<file path="src/rtl/signed_display_driver.sv">
// Signed byte to sign + 3 decimal digits on a 4-digit common-anode 7-seg display.
// Shift-add-3 conversion runs one bit per clock; the scan mux runs continuously.
module signed_display_driver #(
  parameter int REFRESH_DIV = 50000
) (
  input  logic       Clock,
  input  logic       Clear,
  input  logic       load,
  input  logic [7:0] value,
  output logic       busy,
  output logic       done,
  output logic [6:0] HEX3,
  output logic [6:0] HEX2,
  output logic [6:0] HEX1,
  output logic [6:0] HEX0,
  output logic [3:0] AN,
  output logic [6:0] SEG
);

  localparam logic [1:0] S_IDLE = 2'd0;
  localparam logic [1:0] S_CONV = 2'd1;
  localparam logic [1:0] S_UPD  = 2'd2;

  localparam logic [6:0] BLANK = 7'h7F;
  localparam logic [6:0] MINUS = 7'h3F;
  localparam logic [6:0] ZERO  = 7'h40;

  localparam int RW = $clog2(REFRESH_DIV);
  localparam logic [RW-1:0] RLAST = RW'(REFRESH_DIV - 1);

  function automatic logic [6:0] seg7(input logic [3:0] d);
    case (d)
      4'd0:    seg7 = 7'h40;
      4'd1:    seg7 = 7'h79;
      4'd2:    seg7 = 7'h24;
      4'd3:    seg7 = 7'h30;
      4'd4:    seg7 = 7'h19;
      4'd5:    seg7 = 7'h12;
      4'd6:    seg7 = 7'h02;
      4'd7:    seg7 = 7'h78;
      4'd8:    seg7 = 7'h00;
      4'd9:    seg7 = 7'h10;
      default: seg7 = BLANK;
    endcase
  endfunction

  logic [1:0]    state;
  logic          neg;
  logic [7:0]    mag;
  logic [11:0]   bcd;
  logic [11:0]   bcd_adj;
  logic [2:0]    bit_cnt;
  logic [RW-1:0] rcnt;
  logic [1:0]    idx;

  // add-3 correction applied to each nibble before the shift
  always_comb begin
    bcd_adj = bcd;
    for (int n = 0; n < 3; n++)
      if (bcd[n*4 +: 4] >= 4'd5) bcd_adj[n*4 +: 4] = bcd[n*4 +: 4] + 4'd3;
  end

  assign busy = (state != S_IDLE);

  always_ff @(posedge Clock or negedge Clear) begin
    if (!Clear) begin
      state   <= S_IDLE;
      neg     <= 1'b0;
      mag     <= '0;
      bcd     <= '0;
      bit_cnt <= '0;
      done    <= 1'b0;
      HEX3    <= BLANK;
      HEX2    <= BLANK;
      HEX1    <= BLANK;
      HEX0    <= ZERO;
    end else begin
      done <= 1'b0;
      case (state)
        S_IDLE: if (load) begin
          neg     <= value[7];
          mag     <= value[7] ? (~value + 8'd1) : value;
          bcd     <= '0;
          bit_cnt <= '0;
          state   <= S_CONV;
        end
        S_CONV: begin
          {bcd, mag} <= {bcd_adj[10:0], mag, 1'b0};
          bit_cnt    <= bit_cnt + 3'd1;
          if (bit_cnt == 3'd7) state <= S_UPD;
        end
        S_UPD: begin
          HEX3  <= neg ? MINUS : BLANK;
          HEX2  <= (bcd[11:8] == 4'd0) ? BLANK : seg7(bcd[11:8]);
          HEX1  <= (bcd[11:4] == 8'd0) ? BLANK : seg7(bcd[7:4]);
          HEX0  <= seg7(bcd[3:0]);
          done  <= 1'b1;
          state <= S_IDLE;
        end
        default: state <= S_IDLE;
      endcase
    end
  end

  // scan mux: free-running, independent of the converter
  always_ff @(posedge Clock or negedge Clear) begin
    if (!Clear) begin
      rcnt <= '0;
      idx  <= '0;
    end else if (rcnt == RLAST) begin
      rcnt <= '0;
      idx  <= idx + 2'd1;
    end else begin
      rcnt <= rcnt + 1'b1;
    end
  end

  assign AN = ~(4'b0001 << idx);

  always_comb begin
    SEG = HEX0;
    case (idx)
      2'd1:    SEG = HEX1;
      2'd2:    SEG = HEX2;
      2'd3:    SEG = HEX3;
      default: SEG = HEX0;
    endcase
  end

endmodule

</file>
<file path="config.mk">
export PLATFORM = sky130hd
export DESIGN_NAME = signed_display_driver
export DESIGN_NICKNAME = d
export VERILOG_FILES = /design/src/rtl/signed_display_driver.sv
export SDC_FILE = /design/constraint.sdc
export NUM_CORES = 1
export LEC_CHECK = 0
export ABC_AREA = 1
export BUFFER_PORTS_ARGS = -buffer_cell sky130_fd_sc_hd__buf_2
export CORE_MARGIN = 2
export CORE_UTILIZATION = 35
export CTS_BUF_LIST = sky130_fd_sc_hd__clkbuf_4 sky130_fd_sc_hd__clkbuf_8
export DETAILED_ROUTE_END_ITERATION = 6
export GPL_TIMING_DRIVEN = 0
export SLEW_MARGIN = 20
export SYNTH_ARGS = -nofsm -noshare
export SYNTH_HDL_FRONTEND = slang
export SYNTH_SLANG_ARGS = --single-unit
export TNS_END_PERCENT = 50
</file>
<file path="constraint.sdc">
create_clock -name Clock -period 1.5 [get_ports Clock]
set_input_delay 0.075 -clock Clock [delete_from_list [all_inputs] [get_ports Clock]]
set_output_delay 0.075 -clock Clock [all_outputs]
set_load 0.02 [all_outputs]
</file>
==> reports/results.ini <==
[status]
outcome = finished with violations
failed_checks = negative setup slack

[clock_network]
cts_max_path_buffers = 2
cts_num_sinks = 67
clk_pin_slew_worst_paths_ns = 0.07
cts_tree = yes
h-tree-depth = 3
cts-buffers-inserted = 9
clk_root_buffer_cell = sky130_fd_sc_hd__clkbuf_8
insertion_delay_ns = 0.35

[timing]
post-route-worst-setup-slack_ns = -0.193
worst_skew_ns = 0.0129
unrepaired_setup_endpoints_after_global_routing = true
maxClockFrequency_mhz = 591
totalNegativeSetupSlack_ns = -1.19
hold_slack_ns = 0.0307
timing_hold_violations_final = 0
slew_violations = 0
final.period_utilization = 1.13
finish_stage_setup_viols = 7
post-route-min-period_ns = 1.69

[worst_setup_path]
worst_ep_required_time_ns = 1.42
worst_path_largest_cell_delay_ns = 0.41
end_kind = output pin
crit_path_max_fo = 5
timing.critical_path.arrival_ns = 1.62
timing.critical_path.cells = inv_2 -> ha_4 -> inv_2 -> o211ai_1 -> o21ai_1 -> inv_1 -> buf_6
crit_slowest_cell = sky130_fd_sc_hd__dfrtp_1
cp_startpoint_kind = register
timing.critical_path.mode_cell = sky130_fd_sc_hd__inv_2
critical_path_class = reg -> out

[logic_synthesis]
synth-seq-cells = 67
synthTopCellsByArea = sky130_fd_sc_hd__dfrtp_1 (32%), sky130_fd_sc_hd__dfstp_2 (10%), sky130_fd_sc_hd__nand2_1 (8.7%)
post-synth-top-area-fraction = 0.315
async_reset_ff_frac = 1.00
post-synth-top-count-cell = sky130_fd_sc_hd__nand2_1
synth_top_area_cell = sky130_fd_sc_hd__dfrtp_1
synth-main-ff-cell = sky130_fd_sc_hd__dfrtp_1
ys_types = 44
synth_seq_area_share = 0.419
synth-edff-count = 0
synth_commonest_cells = sky130_fd_sc_hd__nand2_1 (94), sky130_fd_sc_hd__nor2_1 (68), sky130_fd_sc_hd__inv_1 (60)
syn-mean-instance-area_sq_um = 8.04
ys.warnings.count = 0
syn-instance-count = 504
mappedNetlistArea_sq_um = 4050

[power]
seq_power_share = 0.350
combPwrFrac = 0.497
power.clock.fraction = 0.152
internal_power_mw = 5.05
power_mw = 9.10
total_leakage_power_nw = 2.38
cellPowerDensity_nw_per_um2 = 1880
switchingPower_mw = 4.05
switching_share = 0.445
worst_ir_drop_vdd_mv = 0.922

[die]
starting_density = 0.356
placeableCoreArea_sq_um = 11400
row_count = 39
die_w_microns = 112
die_h_microns = 112
design.die.area_sq_um = 12400
pin_count = 52

[place]
post-place-cells = 697
detailedPlacementHpwl_mm = 6.75
finalWeightedCongestion = 0.861
port_buffers = 44

[cells_and_area]
filler_cell_count = 1179
n_antenna_cell = 0
post_route_cells_drive_above_1_share = 0.273
finish.net_count = 605
flow.area_growth_from_synthesis_pct = 19.4
stdcell_count = 718
area_occupied_by_multi_input_gates_sq_um = 2070
sequential_cell_area_sq_um = 1700

[drt]
routed-via-count = 3459
wl_per_cell_microns = 12.6
antenna_left = 0
routed_wl_mm = 9.01
vias_per_instance = 4.82
drc_errors = 0
dr.first_iter.drc_count = 186
drt-pass1-iter-count = 4

[worst_hold_path]
timing.hold.worst.class = in -> reg

[global_route]
grt_antenna_before_repair = 0
grt_overflow_total = 0
track_usage = 0.149
global_route_wire_length_before_repair_mm = 15.0
grt_pass1_vias = 3157
pin_count_of_the_biggest_net_entering_global_routing = 43

[run]
max_cap_violations = 0

cell type report:
class,count,area share
multi-input cells,356,0.428
flip-flops and latches,67,0.352
repair buffers,51,0.0678
inverters,69,0.0549
well taps,143,0.0370
clock buffers,14,0.0347
plain buffers,16,0.0241
clock inverters,2,0.00233
worst paths after layout:
check	from	endpoint	slack, ns	depth (start not counted)
min in group asynchronous	Clear	state[1]	0.16	2
worst max-delay path	idx[0]	SEG[1]	-0.19	7
worst min register to register	mag[1]	mag[1]	0.50	2
max in group asynchronous	Clear	HEX0[6]	0.74	3
worst min-delay path	value[2]	mag[2]	0.03	3
worst max register to register	bcd[4]	bcd[6]	0.11	8
layout by cell type (no fill, tap or decap), types with 6 or more instances in the layout:
master	instances
sky130_fd_sc_hd__buf_4	13
sky130_fd_sc_hd__nor2_1	67
sky130_fd_sc_hd__dfrtp_1	48
sky130_fd_sc_hd__inv_2	16
sky130_fd_sc_hd__ha_1	14
sky130_fd_sc_hd__clkbuf_8	10
sky130_fd_sc_hd__o21ai_0	22
sky130_fd_sc_hd__nand2_1	93
sky130_fd_sc_hd__ha_2	6
sky130_fd_sc_hd__a21oi_1	28
sky130_fd_sc_hd__conb_1	6
sky130_fd_sc_hd__xor2_1	11
sky130_fd_sc_hd__buf_2	41
sky130_fd_sc_hd__o21ai_1	15
sky130_fd_sc_hd__buf_6	9
sky130_fd_sc_hd__nand3_1	37
sky130_fd_sc_hd__nand2_2	6
sky130_fd_sc_hd__o211ai_1	7
sky130_fd_sc_hd__dfstp_2	16
sky130_fd_sc_hd__inv_1	50
power groups by stage:
stage | logic (mW) | registers, mW | clock network, mW
3_5_place_dp | 4.36 | 3.20 | 0
3_3_place_gp | 4.27 | 3.18 | 0
2_1_floorplan | 2.86 | 3.43 | 0
5_1_grt | 5.09 | 3.29 | 1.51
4_1_cts | 4.49 | 3.18 | 1.43
6_report | 4.53 | 3.19 | 1.38
what timing repair did:
action	4_1_cts	5_1_grt
hold buffers	1	0
buffers inserted	3	2
pin swaps	3	4
setup endpoints to repair	14	32
endpoints found under the hold margin	51	0
gates cloned	0	0
resized for setup	28	21
through the flow:
step                utilization  setup slack, ns  area (sq um)
CTS                       0.421           -0.236          4780
detailed placement        0.395           -0.106          4490
global placement          0.393          -0.0370          4470
floorplan                     -            0.105          4070
global route              0.425           -0.290          4840
finish                    0.425           -0.193          4840
routing by layer:
metal	wire length, microns	part of all wire	GRT usage
met5	0	0	0
met4	180	0.020	0.0724
met2	3960	0.44	0.225
met3	380	0.042	0.0267
met1	4490	0.50	0.207
worst max-delay path: cells and delay by family, from the launching register on:
kind | cells | cell delay (ns)
buffers and inverters | 4 | 0.38
adders and majority gates | 1 | 0.17
AOI/OAI and AO/OA | 2 | 0.32
DFF | 1 | 0.41
flip-flops by register name, summed over array words and instances, names as in the netlist:
register	cells
rcnt	16
bcd	12
mag	8
HEX0	7
HEX1	7
HEX2	7
bit_cnt	3
idx	2
state	2
HEX3	1
done	1
neg	1
logic make-up after synthesis:
group	after synthesis	synth area share
buffers and inverters	86	0.0945
AOI/OAI and AO/OA	93	0.137
other	1	0.000926
DFF	67	0.419
adders and majority gates	24	0.0741
and+or+nand+nor	222	0.250
xor gates and xnor gates	11	0.0238
Power figures use the tool's default switching activity.
